--- src/rtl/count_arb.sv ---
// Two-requester round-robin arbiter that owns a 4-bit modulo up/down counter.
// A granted command runs to completion and returns the final count with a done pulse.
module count_arb #(
    parameter int unsigned MOD_MAX = 11,
    parameter int unsigned STEP_W  = 4
) (
    input  logic              clk,
    input  logic              reset,
    input  logic [1:0]        req,
    input  logic [1:0]        cmd0,
    input  logic [1:0]        cmd1,
    input  logic [3:0]        data0,
    input  logic [3:0]        data1,
    input  logic [STEP_W-1:0] steps0,
    input  logic [STEP_W-1:0] steps1,
    output logic [1:0]        gnt,
    output logic              busy,
    output logic              owner,
    output logic [3:0]        count_o,
    output logic [1:0]        done,
    output logic [3:0]        result
);

    typedef enum logic [1:0] {StIdle, StRun, StDone} state_e;

    localparam logic [1:0] CmdNop  = 2'b00;
    localparam logic [1:0] CmdLoad = 2'b01;
    localparam logic [1:0] CmdUp   = 2'b10;
    localparam logic [1:0] CmdDown = 2'b11;
    localparam logic [3:0] ModMax  = 4'(MOD_MAX);

    state_e            state_q, state_d;
    logic [3:0]        count_q, count_d;
    logic [1:0]        gnt_q, gnt_d;
    logic [1:0]        done_q, done_d;
    logic              busy_q, busy_d;
    logic              owner_q, owner_d;
    logic              ptr_q, ptr_d;
    logic [3:0]        result_q, result_d;
    logic [1:0]        cmd_q, cmd_d;
    logic [3:0]        data_q, data_d;
    logic [STEP_W-1:0] rem_q, rem_d;
    logic              sel;
    logic [3:0]        count_up, count_dn;

    // Out-of-range values (above ModMax) normalise on their first step.
    assign count_up = (count_q >= ModMax) ? 4'd0 : count_q + 4'd1;
    assign count_dn = (count_q == 4'd0 || count_q > ModMax) ? ModMax : count_q - 4'd1;

    always_comb begin
        state_d  = state_q;
        count_d  = count_q;
        gnt_d    = 2'b00;
        done_d   = 2'b00;
        busy_d   = busy_q;
        owner_d  = owner_q;
        ptr_d    = ptr_q;
        result_d = result_q;
        cmd_d    = cmd_q;
        data_d   = data_q;
        rem_d    = rem_q;
        sel      = 1'b0;
        unique case (state_q)
            StIdle: begin
                if (|req) begin
                    // Under contention the requester not served last wins.
                    sel     = (req == 2'b11) ? ~ptr_q : req[1];
                    gnt_d   = sel ? 2'b10 : 2'b01;
                    cmd_d   = sel ? cmd1 : cmd0;
                    data_d  = sel ? data1 : data0;
                    rem_d   = sel ? steps1 : steps0;
                    owner_d = sel;
                    ptr_d   = sel;
                    busy_d  = 1'b1;
                    state_d = StRun;
                end
            end
            StRun: begin
                unique case (cmd_q)
                    CmdNop: state_d = StDone;
                    CmdLoad: begin
                        count_d = data_q;
                        state_d = StDone;
                    end
                    CmdUp, CmdDown: begin
                        if (rem_q == '0) begin
                            state_d = StDone;
                        end else begin
                            count_d = (cmd_q == CmdUp) ? count_up : count_dn;
                            rem_d   = rem_q - 1'b1;
                            // The final step leaves RUN directly so done follows it by one edge.
                            if (rem_q == STEP_W'(1)) state_d = StDone;
                        end
                    end
                    default: state_d = StDone;
                endcase
            end
            StDone: begin
                done_d   = owner_q ? 2'b10 : 2'b01;
                result_d = count_q;
                busy_d   = 1'b0;
                state_d  = StIdle;
            end
            default: state_d = StIdle;
        endcase
    end

    always_ff @(posedge clk) begin
        if (reset) begin
            state_q  <= StIdle;
            count_q  <= 4'd0;
            gnt_q    <= 2'b00;
            done_q   <= 2'b00;
            busy_q   <= 1'b0;
            owner_q  <= 1'b0;
            ptr_q    <= 1'b1;
            result_q <= 4'd0;
            cmd_q    <= CmdNop;
            data_q   <= 4'd0;
            rem_q    <= '0;
        end else begin
            state_q  <= state_d;
            count_q  <= count_d;
            gnt_q    <= gnt_d;
            done_q   <= done_d;
            busy_q   <= busy_d;
            owner_q  <= owner_d;
            ptr_q    <= ptr_d;
            result_q <= result_d;
            cmd_q    <= cmd_d;
            data_q   <= data_d;
            rem_q    <= rem_d;
        end
    end

    assign gnt     = gnt_q;
    assign done    = done_q;
    assign busy    = busy_q;
    assign owner   = owner_q;
    assign count_o = count_q;
    assign result  = result_q;

endmodule
--- config.mk ---
export PLATFORM = sky130hd
export DESIGN_NAME = count_arb
export DESIGN_NICKNAME = d
export VERILOG_FILES = /design/src/rtl/count_arb.sv
export SDC_FILE = /design/constraint.sdc
export NUM_CORES = 1
export LEC_CHECK = 0
export ABC_AREA = 1
export ABC_CLOCK_PERIOD_IN_PS = 2400
export BUFFER_PORTS_ARGS = -buffer_cell sky130_fd_sc_hd__clkbuf_2
export CORE_UTILIZATION = 30
export CTS_CLUSTER_DIAMETER = 120
export DETAILED_ROUTE_END_ITERATION = 7
export SYNTH_ARGS = -nofsm -noshare
export SYNTH_HDL_FRONTEND = slang
export SYNTH_SLANG_ARGS = --single-unit
--- constraint.sdc ---
create_clock -name clk -period 2.4 [get_ports clk]
set_input_delay 0.36 -clock clk [delete_from_list [all_inputs] [get_ports clk]]
set_output_delay 0.36 -clock clk [all_outputs]
set_load 0.005 [all_outputs]
* Word-level counts from Yosys, hierarchy flattened
Cells that the tools add are included.
** Word-level totals
- Output and inout bits :: 14
- Word-level logic and storage cells :: 72
- Bits in registers :: 27
- Input bits :: 24
** Operators by class
- Reduce and logical (&&, ||, !) cells :: 18
- Muxes and demuxes :: 22
- Equal/unequal tests :: 12
- Bitwise gates (word level) :: 4
- Magnitude comparators :: 2
- $add $sub $neg :: 3
** Operators with widths (number)
- $mux W4 :: 9
- $pmux W4 S2 :: 2
- $mux W2 :: 6
- $eq A2 B2 Y1 const B :: 4
- $logic_not A4 Y1 :: 2
- $ne A2 B2 Y1 const B :: 4
- $pmux W2 S2 :: 2
- $reduce_or A2 Y1 :: 4
- $sub A4 B1 Y4 const B :: 2
- $reduce_and A2 Y1 :: 3
- $reduce_bool A2 Y1 :: 3
- $add A4 B1 Y4 const B :: 1
- $eq A2 B1 Y1 const B :: 2
- $eq A4 B1 Y1 const B :: 1
- $ge A4 B4 Y1 const B :: 1
- $gt A4 B4 Y1 const B :: 1
- $logic_not A2 Y1 :: 2
- $ne A4 B4 Y1 const B :: 1
- $not A1 Y1 :: 4
- $reduce_and A4 Y1 :: 1
- $reduce_and A3 Y1 :: 1
- $reduce_or A3 Y1 :: 1
- $mux W1 :: 2
- $pmux W1 S2 :: 1
- $logic_or A1 B1 Y1 :: 1

* Depth between registers and ports, before layout
- Depth in word-level cells :: 6
- Depth in mapped cells :: 9
- Mapped depth without buffers :: 9

* Least setup slack after synthesis
No wires, ideal clock.
- Path type :: register to register
- Start :: register count_q[0], in the netlist count_o[0]
- End :: register count_q[1], in the netlist count_o[1]
- Required time :: 2.277 ns
- Clock period less this slack :: 1.247 ns
- Path buffers :: 0
- Cell stages (with the launch flop) :: 9
- Library setup time :: 0.123 ns
- Arrival :: 1.124 ns
- Path slack :: 1.153 ns
- Path through :: dfxtp_1 > inv_1 > ha_1 > nand3_1 > nand2_1 > nor2_1 > nand2_1 > nand2_1 > a21oi_1
** Between the ends
- Word-level cells in the longest chain between the ends :: 6
- Elaborated cells between the ends (all ways) :: 11
- Those cells by class :: 2 x add/sub; 2 x order compare; 5 x mux; 2 x reduce/logical
** RTL lines
- from (decl) :: RTL line 33 : logic [3:0] count_q, count_d;
- from (signal assigned) :: RTL line 123 : count_q <= count_d;
- $gt A4 B4 Y1 or $logic_not A4 Y1 (tied branches) :: RTL line 48 : assign count_dn = (count_q == 4'd0 || count_q > ModMax) ? ModMax : count_q - 4'd1;
- $logic_or A1 B1 Y1 :: RTL line 48
- $mux W4 :: RTL line 48
- $mux W4 * :: RTL line 89 : count_d = (cmd_q == CmdUp) ? count_up : count_dn;
- $mux W4 * :: RTL line 86 : if (rem_q == '0) begin
- $pmux W4 S2 * :: RTL line 79 : unique case (cmd_q)
Mark *: on every way between the ends. The rest lies on a longest branch, timed or not. The select of a mux whose other input is x is not followed.
A chain may end at the register's enable or synchronous reset.

* Final worst setup path
- Start :: register ptr_q
- End :: register rem_q[1]
** Between the ends
- Word-level cells in the longest chain between the ends :: 5
** RTL lines
- from (decl) :: RTL line 38 : logic ptr_q, ptr_d;
- from (signal assigned) :: RTL line 128 : ptr_q <= ptr_d;
- $not A1 Y1 :: RTL line 67 : sel = (req == 2'b11) ? ~ptr_q : req[1];
- $mux W1 :: RTL line 67
- $mux W4 :: RTL line 71 : rem_d = sel ? steps1 : steps0;
- $mux W4 :: RTL line 65 : if (|req) begin
- $pmux W4 S2 :: RTL line 63 : unique case (state_q)
- to (signal assigned) :: RTL line 132 : rem_q <= rem_d;
- to (decl) :: RTL line 42 : logic [STEP_W-1:0] rem_q, rem_d;
No other way between the ends. The select of a mux whose other input is x is not followed.

==> impl_metrics.toml <==
[status]
status = "complete, no violations"

[critical_path]
r2r-start = "ptr_q"
start_kind = "flop"
crit_fanout = 12
cp.arrival_ns = 1.61
r2r_slack_ns = 0.96
crit_path_end = "rem_q[1]"
reg2regPathDepth = 7
r2r_end = "rem_q[1]"
end_kind = "flop"
critPathKind = "reg2reg"
critical_path_required_ns = 2.57
crit_start = "ptr_q"

[finish]
drive_gt1_frac = 0.208
area_delta_synth_final_pct = 18.6
fin_nets = 269
diodes = 0

[synthesis]
async_flop_share = 0
synth_mux_area_frac = 0
syn_inst = 205
synth_top_family_by_area = "simple AND/OR/NAND/NOR gates"
syn-cell-area_mm2 = 0.00140
synth_edf_count = 0
ys_ff_latch = 27
yosys-top-cells-area = "dfxtp_1, nand2_1, o21ai_0"
synth_top_area_share = 0.385
seq_area_frac_synth = 0.385
synth_common_cells = "nand2_1, dfxtp_1, o21ai_0, inv_1, nor2_1"
synthAdderAreaFrac = 0.0357
synthSimpleGateAreaFrac = 0.289
yosysMostFrequentCell = "nand2_1"
ys.flop_type = "dfxtp_1"
synth-compound-area-share = 0.204
synth_area_leader_cell = "dfxtp_1"
syn_avg_cell_area_um2 = 6.84
synth_warnings = 0
syn-num-nets = 233
synth_xor_area_frac = 0
synthDistinctLibCells = 28

[die]
die_x_um = 70.4
die_y_um = 70.4
ios = 38
initial_core_util = 0.318
core_area_mm2 = 0.00441
num_rows = 24
die_area_mm2 = 0.00495

[timing]
drv_slew = 0
tns_ns = 0
rsz0062_at_grt = "no"
setup_viol = 0
finalClockSkew_ns = 0.00353
maxSlewHeadroom = 0.625
clock.fmax_ghz = 0.694
fin_crit_ns = 1.44
tightest_slew_ns = 0.562
timing.final.crit_share = 0.600
hold_viol = 0

[routing]
viasPerCell = 4.77
wl_per_cell_um = 11.0
drc_errors = 0
vias = 1393
dr.pass1.iters = 4
drtIter0Drc = 71
ant_nets = 0
routed_wl_um = 3210

[cts]
clk_latency_ns = 0.27
htreeDepth = 1
cts.sinks = 27
cts_buffer_depth = 2
numCtsBuffers = 3
cts.repair.resized = 0
cts_setup_buffers = 0
hold_buffers = 0
clkSlewWorstSetupHoldPaths_ns = 0.10
cts_tree = "done"
ctsRootBufferMaster = "clkbuf_8"

[power_and_ir_drop]
vdd_drop_max_mv = 0.242
power_uw = 1100
p_leak_uw = 0.000805
p_per_area_mw_per_mm2 = 659

[place]
place.gp.congestion = 0.859
hpwlAfterDp_um = 2460
io_buffers = 37

[grt]
grt_util_all_layers = 0.139
grt_max_degree = 22
antenna_found_initial = 0
grt_pass1_wl_um = 5690
grt_pass1_vias = 1304
gr-total-overflow = 0

[min_path]
hp-class = "in2reg"

[flow_run]
max_cap_viol_count = 0
worst max-delay path, cell delays in order (launching register included):
cell and delay, ns:
dfxtp_1 0.35, nand2_1 0.05, nand2_1 0.28, inv_1 0.28, nand2_1 0.12, nand3_1 0.07, a21oi_1 0.14, nor2_1 0.05
state kept, by name (all words and copies together) (netlist names):
signal and cells:
count_o 4, data_q 4, rem_q 4, result 4, cmd_q 2, done 2, gnt 2, state_q 2
busy 1, owner 1, ptr_q 1
per-stage QoR:
| step | hold WS (ns) | utilization | std cells | instance area, um2 | worst slack [ns] |
|---|---|---|---|---|---|
| 3_3_place_gp | 0.463 | 0.367 | 288 | 1620 | 0.830 |
| 6_report | 0.328 | 0.377 | 292 | 1660 | 0.959 |
| 2_1_floorplan | 0.422 | - | 205 | 1400 | 1.15 |
| 3_5_place_dp | 0.449 | 0.367 | 288 | 1620 | 0.800 |
| 5_1_grt | 0.322 | 0.377 | 292 | 1660 | 0.759 |
| 4_1_cts | 0.326 | 0.377 | 292 | 1660 | 0.922 |
kinds of logic after synthesis:
family / after synthesis
buffers and inverters: 29
AOI/OAI and AO/OA: 51
adders and majority gates: 4
and+or+nand+nor: 94
DFF: 27
report_power, final:
| part | switching, uW | total (uW) | internal, uW |
|---|---|---|---|
| Clock | 145 | 264 | 119 |
| Sequential | 41.4 | 541 | 500 |
| Combinational | 181 | 292 | 111 |
area by class of cell:
class	instances	area, um2
inverters	23	86.3
well taps	52	65.1
repair buffers	37	185
multi-input cells	149	742
clock buffers	4	45.0
fillers	467	2750
flip-flops and latches	27	541
metal layers:
metal | global-route usage | vias to the layer above | wire length [um]
met4 | 0.0533 | 0 | 43
li1 | - | 743 | -
met5 | 0 | - | 0
met1 | 0.184 | 607 | 1660
met3 | 0.0144 | 4 | 139
met2 | 0.232 | 39 | 1370
placed cells by master, fill, tap and decap left out, drive strengths merged:
| master | instances |
|---|---|
| nand2 | 57 |
| a21oi | 15 |
| nor3b | 1 |
| a21boi | 1 |
| clkbuf | 41 |
| nand3 | 14 |
| inv | 23 |
| a31oi | 7 |
| nor3 | 1 |
| o21ai | 24 |
| nand4 | 2 |
| o22ai | 1 |
| ha | 4 |
| dfxtp | 27 |
| o31ai | 1 |
| a22oi | 2 |
| nor2 | 19 |
worst min path at each step:
stage             start  slack, ns  cells after the start          to
2_1_floorplan     reset       0.42                      1  count_o[2]
3_3_place_gp      owner       0.46                      1     done[0]
3_5_place_dp      owner       0.45                      1     done[0]
4_1_cts        data1[1]       0.33                      3   data_q[1]
5_1_grt        data0[0]       0.32                      3   data_q[0]
6_report       data1[1]       0.33                      3   data_q[1]
No activity file was read; power rests on OpenSTA's default activity.
